===== config.mk =====
export PLATFORM = sky130hd
export DESIGN_NAME = seq_divider
export DESIGN_NICKNAME = d
export VERILOG_FILES = /design/src/rtl/seq_div_pkg.sv /design/src/rtl/seq_div_step.sv /design/src/rtl/seq_divider.sv
export SDC_FILE = /design/constraint.sdc
export NUM_CORES = 1
export LEC_CHECK = 0
export CAP_MARGIN = 20
export CORE_ASPECT_RATIO = 1.2
export CORE_MARGIN = 3
export CORE_UTILIZATION = 40
export CTS_BUF_LIST = sky130_fd_sc_hd__clkbuf_16
export DETAILED_ROUTE_END_ITERATION = 8
export PLACE_DENSITY = 0.61
export SLEW_MARGIN = 20
export SYNTH_ARGS = -nofsm -noshare
export SYNTH_HDL_FRONTEND = slang
export SYNTH_HIERARCHICAL = 1
export SYNTH_SLANG_ARGS = --single-unit

===== constraint.sdc =====
create_clock -name clk -period 3.6 [get_ports clk]
set_input_delay 1.08 -clock clk [delete_from_list [all_inputs] [get_ports clk]]
set_output_delay 1.08 -clock clk [all_outputs]
set_load 0.1 [all_outputs]

===== src/rtl/seq_div_pkg.sv =====
// seq_div_pkg: shared types and constants for the sequential restoring divider.
// Holds the FSM state encoding, parameter legality limits and the
// counter-width helper used by seq_divider.
package seq_div_pkg;

    // FSM states of the divider
    typedef enum logic [1:0] {
        ST_IDLE = 2'd0,
        ST_RUN  = 2'd1,
        ST_FIX  = 2'd2,
        ST_DONE = 2'd3
    } state_t;

    // Legal parameter ranges (VW must also not exceed DW)
    localparam int DW_MIN = 4;
    localparam int DW_MAX = 32;
    localparam int VW_MIN = 2;

    // Iteration counter width for the default dividend width
    localparam int DW_DEFAULT    = 16;
    localparam int CNT_W_DEFAULT = $clog2(DW_DEFAULT + 1);

    // Iteration counter width for an arbitrary dividend width
    function automatic int cnt_width(input int dw);
        return $clog2(dw + 1);
    endfunction

endpackage


===== src/rtl/seq_div_step.sv =====
// seq_div_step: one combinational restoring-division iteration.
// Shifts the next dividend bit into the partial remainder and subtracts the
// divisor when it fits, producing the new partial remainder and quotient bit.
module seq_div_step #(
    parameter int VW = 8
) (
    input  logic [VW:0]   r_cur,
    input  logic          x_msb,
    input  logic [VW-1:0] y,
    output logic [VW:0]   r_next,
    output logic          q_bit
);

    logic [VW:0] t;

    // Trial subtraction; a set top bit of r_cur would mean T overflowed, so it always fits
    always_comb begin
        t = {r_cur[VW-1:0], x_msb};
        if (r_cur[VW] || (t >= {1'b0, y})) begin
            r_next = t - {1'b0, y};
            q_bit  = 1'b1;
        end else begin
            r_next = t;
            q_bit  = 1'b0;
        end
    end

endmodule


===== src/rtl/seq_divider.sv =====
// seq_divider: DW-by-VW multi-cycle restoring divider, one quotient bit per clock.
// start/done handshake: start is sampled only in IDLE (accept edge); busy is
// high from the accept edge to the done edge; done pulses for one cycle with
// quotient/remainder/dz valid, and the results hold until the next done.
// Optional feature macro: SEQ_DIVIDER_SIGNED_EN (two's complement operands,
// adds the FIX state for sign correction).
module seq_divider
    import seq_div_pkg::*;
#(
    parameter int DW = 16,
    parameter int VW = 8
) (
    input  logic          clk,
    input  logic          rst_n,
    input  logic          start,
    input  logic [DW-1:0] dividend,
    input  logic [VW-1:0] divisor,
    output logic [DW-1:0] quotient,
    output logic [VW-1:0] remainder,
    output logic          busy,
    output logic          done,
    output logic          dz,
    output logic [1:0]    state_dbg
);

    localparam int            CW       = cnt_width(DW);
    localparam logic [CW-1:0] LAST_CNT = CW'(DW - 1);

    if (DW < DW_MIN || DW > DW_MAX || VW < VW_MIN || VW > DW) begin : g_bad_params
        $error("seq_divider: illegal DW/VW combination");
    end

    state_t        state_q, state_d;
    logic [VW:0]   r_q;
    logic [DW-1:0] x_q;
    logic [VW-1:0] y_q;
    logic [CW-1:0] cnt_q;
    logic [VW:0]   r_step;
    logic          q_bit;
    logic          accept, iter, commit;
    logic          div_zero;
    logic [DW-1:0] dvd_mag;
    logic [VW-1:0] dvs_mag;

    assign div_zero = (divisor == '0);

`ifdef SEQ_DIVIDER_SIGNED_EN
    logic sign_q_q, sign_r_q;
    logic do_fix;
    assign dvd_mag = dividend[DW-1] ? -dividend : dividend;
    assign dvs_mag = divisor[VW-1]  ? -divisor  : divisor;
`else
    assign dvd_mag = dividend;
    assign dvs_mag = divisor;
`endif

    seq_div_step #(.VW(VW)) u_step (
        .r_cur  (r_q),
        .x_msb  (x_q[DW-1]),
        .y      (y_q),
        .r_next (r_step),
        .q_bit  (q_bit)
    );

    // State register
    always_ff @(posedge clk or negedge rst_n) begin
        if (!rst_n) state_q <= ST_IDLE;
        else        state_q <= state_d;
    end

    // Next-state logic
    always_comb begin
        state_d = state_q;
        case (state_q)
            ST_IDLE: if (start) state_d = div_zero ? ST_DONE : ST_RUN;
            ST_RUN: begin
                if (cnt_q == LAST_CNT) begin
`ifdef SEQ_DIVIDER_SIGNED_EN
                    state_d = ST_FIX;
`else
                    state_d = ST_DONE;
`endif
                end
            end
            ST_FIX:  state_d = ST_DONE;
            ST_DONE: state_d = ST_IDLE;
            default: state_d = ST_IDLE;
        endcase
    end

    // Control strobes decoded from the current state
    always_comb begin
        accept    = (state_q == ST_IDLE) && start;
        iter      = (state_q == ST_RUN);
        commit    = (state_q == ST_DONE);
        state_dbg = state_q;
`ifdef SEQ_DIVIDER_SIGNED_EN
        do_fix    = (state_q == ST_FIX);
`endif
    end

    // Working registers: operand load, shift/subtract iterations, sign fix-up
    always_ff @(posedge clk or negedge rst_n) begin
        if (!rst_n) begin
            r_q   <= '0;
            x_q   <= '0;
            y_q   <= '0;
            cnt_q <= '0;
`ifdef SEQ_DIVIDER_SIGNED_EN
            sign_q_q <= 1'b0;
            sign_r_q <= 1'b0;
`endif
        end else if (accept) begin
            r_q   <= '0;
            y_q   <= dvs_mag;
            cnt_q <= '0;
            // Divide-by-zero result is produced directly from the loaded X
            x_q   <= div_zero ? '1 : dvd_mag;
`ifdef SEQ_DIVIDER_SIGNED_EN
            sign_q_q <= dividend[DW-1] ^ divisor[VW-1];
            sign_r_q <= dividend[DW-1];
`endif
        end else if (iter) begin
            r_q   <= r_step;
            x_q   <= {x_q[DW-2:0], q_bit};
            cnt_q <= cnt_q + 1'b1;
`ifdef SEQ_DIVIDER_SIGNED_EN
        end else if (do_fix) begin
            // Truncation toward zero: quotient takes the XOR sign, remainder the dividend sign
            x_q <= sign_q_q ? -x_q : x_q;
            r_q <= {1'b0, (sign_r_q ? -r_q[VW-1:0] : r_q[VW-1:0])};
`endif
        end
    end

    // Handshake and result registers
    always_ff @(posedge clk or negedge rst_n) begin
        if (!rst_n) begin
            quotient  <= '0;
            remainder <= '0;
            busy      <= 1'b0;
            done      <= 1'b0;
            dz        <= 1'b0;
        end else begin
            done <= commit;
            if (accept) begin
                busy <= 1'b1;
                dz   <= div_zero;
            end
            if (commit) begin
                busy      <= 1'b0;
                quotient  <= x_q;
                remainder <= r_q[VW-1:0];
            end
        end
    end

endmodule


==> flow_summary.html <==
<table>
<tr><th>Metric</th><th>Value</th></tr>
<tr><th colspan="2">Outcome</th></tr>
<tr><td>Run status</td><td>finished, final reports clean</td></tr>
<tr><th colspan="2">Die</th></tr>
<tr><td>Die Outline Area</td><td>roughly 0.01 sq mm</td></tr>
<tr><td>Chip width</td><td>a little over 90 um</td></tr>
<tr><td>Core Rows</td><td>36</td></tr>
<tr><td>Top-Level Pins</td><td>56</td></tr>
<tr><td>Initial core utilization</td><td>41.73%</td></tr>
<tr><td>Die Y-Extent</td><td>107.6 um</td></tr>
<tr><td>Core Box Area</td><td>~0.008 sq mm</td></tr>
<tr><th colspan="2">Logic synthesis</th></tr>
<tr><td>Adder-cell share of the synthesized area</td><td>6.039%</td></tr>
<tr><td>Cell accounting for the most synthesized area</td><td>dfrtp_1</td></tr>
<tr><td>Seq cells post-synth</td><td>67</td></tr>
<tr><td>Multiplexer share of the synthesized area</td><td>around 17%</td></tr>
<tr><td>Number of warnings reported in the yosys synthesis log</td><td>6</td></tr>
<tr><td>Biggest area contributors in the synthesized netlist</td><td>dfrtp_1 (49%), mux2i_1 (8.1%), mux2_2 (7.9%), ha_1 (5.5%), nor2_1 (4.1%)</td></tr>
<tr><td>Count of flip-flops with a built-in enable after synthesis</td><td>0</td></tr>
<tr><td>Area share of the largest cell type after synthesis</td><td>48.74%</td></tr>
<tr><td>Most frequently used flop master after synthesis</td><td>dfrtp_1</td></tr>
<tr><td>Post-Syn Instances</td><td>between 300 and 400</td></tr>
<tr><td>Area fraction in compound gates after synthesis</td><td>a little over a tenth</td></tr>
<tr><td>Count of distinct cell types in the synthesized netlist</td><td>43</td></tr>
<tr><td>Largest family of logic cells by synthesized area</td><td>multiplexers</td></tr>
<tr><td>Mean instance size in the synthesized netlist</td><td>around 11 sq um</td></tr>
<tr><td>Mapped Area</td><td>0.003440 sq mm</td></tr>
<tr><td>Share of synthesized area occupied by flip-flops and latches</td><td>48.74%</td></tr>
<tr><td>Synthesized-area fraction occupied by xor and xnor cells</td><td>1.782%</td></tr>
<tr><td>Area share of and/or/nand/nor cells after synthesis</td><td>roughly an eighth</td></tr>
<tr><td>Synthesized net count</td><td>353</td></tr>
<tr><td>Share of synthesized registers carrying an async set or reset</td><td>100.0%</td></tr>
<tr><th colspan="2">Cells and area</th></tr>
<tr><td>Total Nets Final</td><td>just over 400</td></tr>
<tr><td>Area growth, synth to finish</td><td>26.26%</td></tr>
<tr><td>Fill cell count</td><td>slightly below 800</td></tr>
<tr><td>Post-route cell area</td><td>~0.0043 sq mm</td></tr>
<tr><td>Number of standard cells in the final layout excluding fillers</td><td>about 480</td></tr>
<tr><td>Share of post-route cells with drive strength above 1</td><td>approximately 25%</td></tr>
<tr><td>Number of diodes</td><td>0</td></tr>
<tr><th colspan="2">Global route</th></tr>
<tr><td>Initial antenna violation count</td><td>0</td></tr>
<tr><td>Wire length of the first global-routing pass</td><td>12.47 mm</td></tr>
<tr><td>Via count of the first global-routing pass</td><td>2514</td></tr>
<tr><td>Aggregate global routing overflow</td><td>0</td></tr>
<tr><td>Overall global routing resource usage</td><td>about 16%</td></tr>
<tr><td>Largest net degree at the start of global routing</td><td>between 60 and 70</td></tr>
<tr><th colspan="2">Timing</th></tr>
<tr><td>Slew headroom</td><td>a little over a third</td></tr>
<tr><td>Fmax</td><td>approximately 410 MHz</td></tr>
<tr><td>Post-route fraction of the period consumed by the critical path</td><td>68.07%</td></tr>
<tr><td>Aggregate negative setup slack</td><td>0 ns</td></tr>
<tr><td>Transition time of the tightest slew-check pin</td><td>0.9641 ns</td></tr>
<tr><td>Number of slew-limit violations in the final report</td><td>0</td></tr>
<tr><td>RSZ-0062 raised after global routing</td><td>no</td></tr>
<tr><td>Hold violation count in the final report</td><td>0</td></tr>
<tr><td>Final setup violating endpoints</td><td>0</td></tr>
<tr><td>Clock skew</td><td>0.007667 ns</td></tr>
<tr><td>Final worst path period need</td><td>approximately 2.5 ns</td></tr>
<tr><th colspan="2">Critical path</th></tr>
<tr><td>Kind of critical path</td><td>register to register</td></tr>
<tr><td>Crit-path leading delay family</td><td>compound AO/OA/AOI/OAI gates</td></tr>
<tr><td>Endpoint required time on the critical path</td><td>3.86 ns</td></tr>
<tr><td>Largest stage delay, worst path</td><td>~0.4 ns</td></tr>
<tr><td>Crit end category</td><td>register</td></tr>
<tr><td>Buffers and inverters on the worst path</td><td>1</td></tr>
<tr><td>Critical Path Slowest Stage Cell</td><td>dfrtp_1</td></tr>
<tr><td>Type of origin of the critical path</td><td>register</td></tr>
<tr><td>Largest fanout of any net on the critical path</td><td>4</td></tr>
<tr><td>CP Data Arrival Time</td><td>between 2 and 3 ns</td></tr>
<tr><td>Ordered list of cells on the worst path</td><td>inv_1 &gt; ha_1 &gt; fa_1 &gt; nand2b_1 &gt; a211oi_1 &gt; o21ai_0 &gt; nor3b_1 &gt; o31ai_1 &gt; mux2i_1 &gt; nor2_1</td></tr>
<tr><th colspan="2">Route</th></tr>
<tr><td>Final routed DRC violation total</td><td>0</td></tr>
<tr><td>Iteration-0 DRC Markers</td><td>just over 100</td></tr>
<tr><td>Routed wire length</td><td>around 7.3 mm</td></tr>
<tr><td>Post-route antenna net violation count</td><td>0</td></tr>
<tr><td>Vias</td><td>~2400</td></tr>
<tr><td>Detailed-routing iteration count for the pre-antenna-repair pass</td><td>4</td></tr>
<tr><td>Detail-routed net length per standard cell</td><td>between 15 and 20 um</td></tr>
<tr><td>Drt via density</td><td>~5</td></tr>
<tr><th colspan="2">Clock tree</th></tr>
<tr><td>Clock tree from TritonCTS</td><td>built</td></tr>
<tr><td>Clock-pin slew of the registers on the worst-case setup and hold paths</td><td>~0.06 ns</td></tr>
<tr><td>Resized Gates After CTS</td><td>0</td></tr>
<tr><td>Number of clock sinks</td><td>67</td></tr>
<tr><td>CTS Hold Buffers Added</td><td>0</td></tr>
<tr><td>Clock tree root buffer cell</td><td>clkbuf_16</td></tr>
<tr><td>Maximum level of the CTS H-tree</td><td>3</td></tr>
<tr><td>Worst-skew pair later-pin latency</td><td>approximately 0.33 ns</td></tr>
<tr><td># Post-CTS Setup Buffers</td><td>0</td></tr>
<tr><td>Total clock buffers created by CTS</td><td>9</td></tr>
<tr><td>Clock buffer depth</td><td>2</td></tr>
<tr><th colspan="2">Placement</th></tr>
<tr><td>Weighted congestion at the end of routability-driven global placement</td><td>0.8730</td></tr>
<tr><td>Count of input and output buffers</td><td>55</td></tr>
<tr><td>Cell Count Post-Placement</td><td>467</td></tr>
<tr><td>Detailed placer's ending HPWL</td><td>~4.9 mm</td></tr>
<tr><td>Area after detailed placement</td><td>0.004004 sq mm</td></tr>
<tr><th colspan="2">Job</th></tr>
<tr><td>Count of max-cap constraint violations</td><td>0</td></tr>
<tr><th colspan="2">Worst hold path</th></tr>
<tr><td>Tightest Hold Check Type</td><td>register to register</td></tr>
</table>
==> tightest hold or removal path, cell delays in order (launching register included) <==
cell,delay [ns]
dfrtp_1,0.34
nand2_1,0.05
nand2_1,0.05
==> flip-flops by register name (all words and copies together) (netlist names) <==
register,cells
busy,1
cnt_q,5
done,1
dz,1
quotient,16
r_q,9
remainder,8
state_dbg,2
x_q,16
y_q,8
==> metal layers <==
metal	up-vias	wire length (um)	track usage [%]
li1	1178	-	-
met3	10	336	3.497
met4	0	130	6.893
met1	1177	3287	21.21
met5	-	0	0
met2	61	3539	26.29
==> worst paths after layout <==
path                                startpoint            endpoint  slack [ns]  cells past startpoint
max                        x_q[15]$_DFFE_PN0P_  r_q[6]$_DFFE_PN0P_        1.15                     10
min                         y_q[2]$_DFFE_PN0P_  y_q[2]$_DFFE_PN0P_        0.48                      2
max reg2reg                x_q[15]$_DFFE_PN0P_  r_q[6]$_DFFE_PN0P_        1.15                     10
min reg2reg                 y_q[2]$_DFFE_PN0P_  y_q[2]$_DFFE_PN0P_        0.48                      2
max in group asynchronous                rst_n  y_q[7]$_DFFE_PN0P_        2.11                      2
min in group asynchronous                rst_n  r_q[1]$_DFFE_PN0P_        0.93                      2
==> cell usage in the layout, fill, tap and decap left out, types with 2 or more instances in the layout <==
cell / count
inv_1: 18
a22oi_1: 7
nand3_1: 5
nor4_2: 2
buf_4: 33
nand2_1: 30
mux2i_1: 28
a211oi_1: 4
nand2b_1: 3
xnor2_1: 4
a21oi_1: 4
dfrtp_1: 67
mux2_2: 24
a22oi_2: 9
mux2_4: 2
nor3_1: 2
clkdlybuf4s50_1: 25
bufinv_16: 3
clkbuf_16: 9
clkinv_1: 2
o31ai_1: 2
ha_1: 14
nor2_1: 38
xor2_1: 3
nand4_1: 3
o21ai_0: 6
==> synth_stat cells (2+ instances only) <==
cell	number
dfrtp_1	67
nand2_1	30
inv_1	18
buf_2	7
nand4_1	3
a21oi_1	4
mux2_2	24
buf_6	2
a211oi_1	4
a22oi_1	7
xor2_1	3
nor3_1	2
o31ai_1	2
nand2b_1	3
buf_1	2
xnor2_1	4
clkbuf_1	5
mux2i_1	28
mux2_4	2
nand3_1	5
nor4_2	2
ha_1	15
o21ai_0	6
a22oi_2	9
nor2_1	38
==> per-stage QoR <==
| step | util, % | setup slack [ns] | hold slack (ns) |
|---|---|---|---|
| after global routing | 52.69 | 0.9364 | 0.4885 |
| after global placement | 48.57 | 0.8952 | 0.4599 |
| after detailed placement | 48.57 | 0.8525 | 0.4638 |
| after CTS | 52.69 | 1.176 | 0.4800 |
| final | 52.69 | 1.149 | 0.4757 |
| after floorplan | - | 1.410 | 0.4457 |
==> logic make-up after synthesis <==
| kind of cell | Yosys count |
|---|---|
| xor gates and xnor gates | 7 |
| and+or+nand+nor | 90 |
| muxes | 54 |
| DFF | 67 |
| adders and majority gates | 16 |
| buffers and inverters | 34 |
| AOI/OAI and AO/OA | 42 |
==> final cells by class <==
cell class / instances / area, sq um / share of cell area, %
Sequential cell: 67 / 1677 / 38.61
Multi-Input combinational cell: 209 / 1614 / 37.17
Timing Repair Buffer: 59 / 503.0 / 11.58
Clock buffer: 9 / 225.2 / 5.186
Tap cell: 114 / 142.6 / 3.284
Clock inverter: 7 / 113.9 / 2.622
Inverter: 18 / 67.56 / 1.556
Power is left out: the tool's default activity adds up to more than one toggle a clock period on the data nets, which glitch-free logic cannot reach.
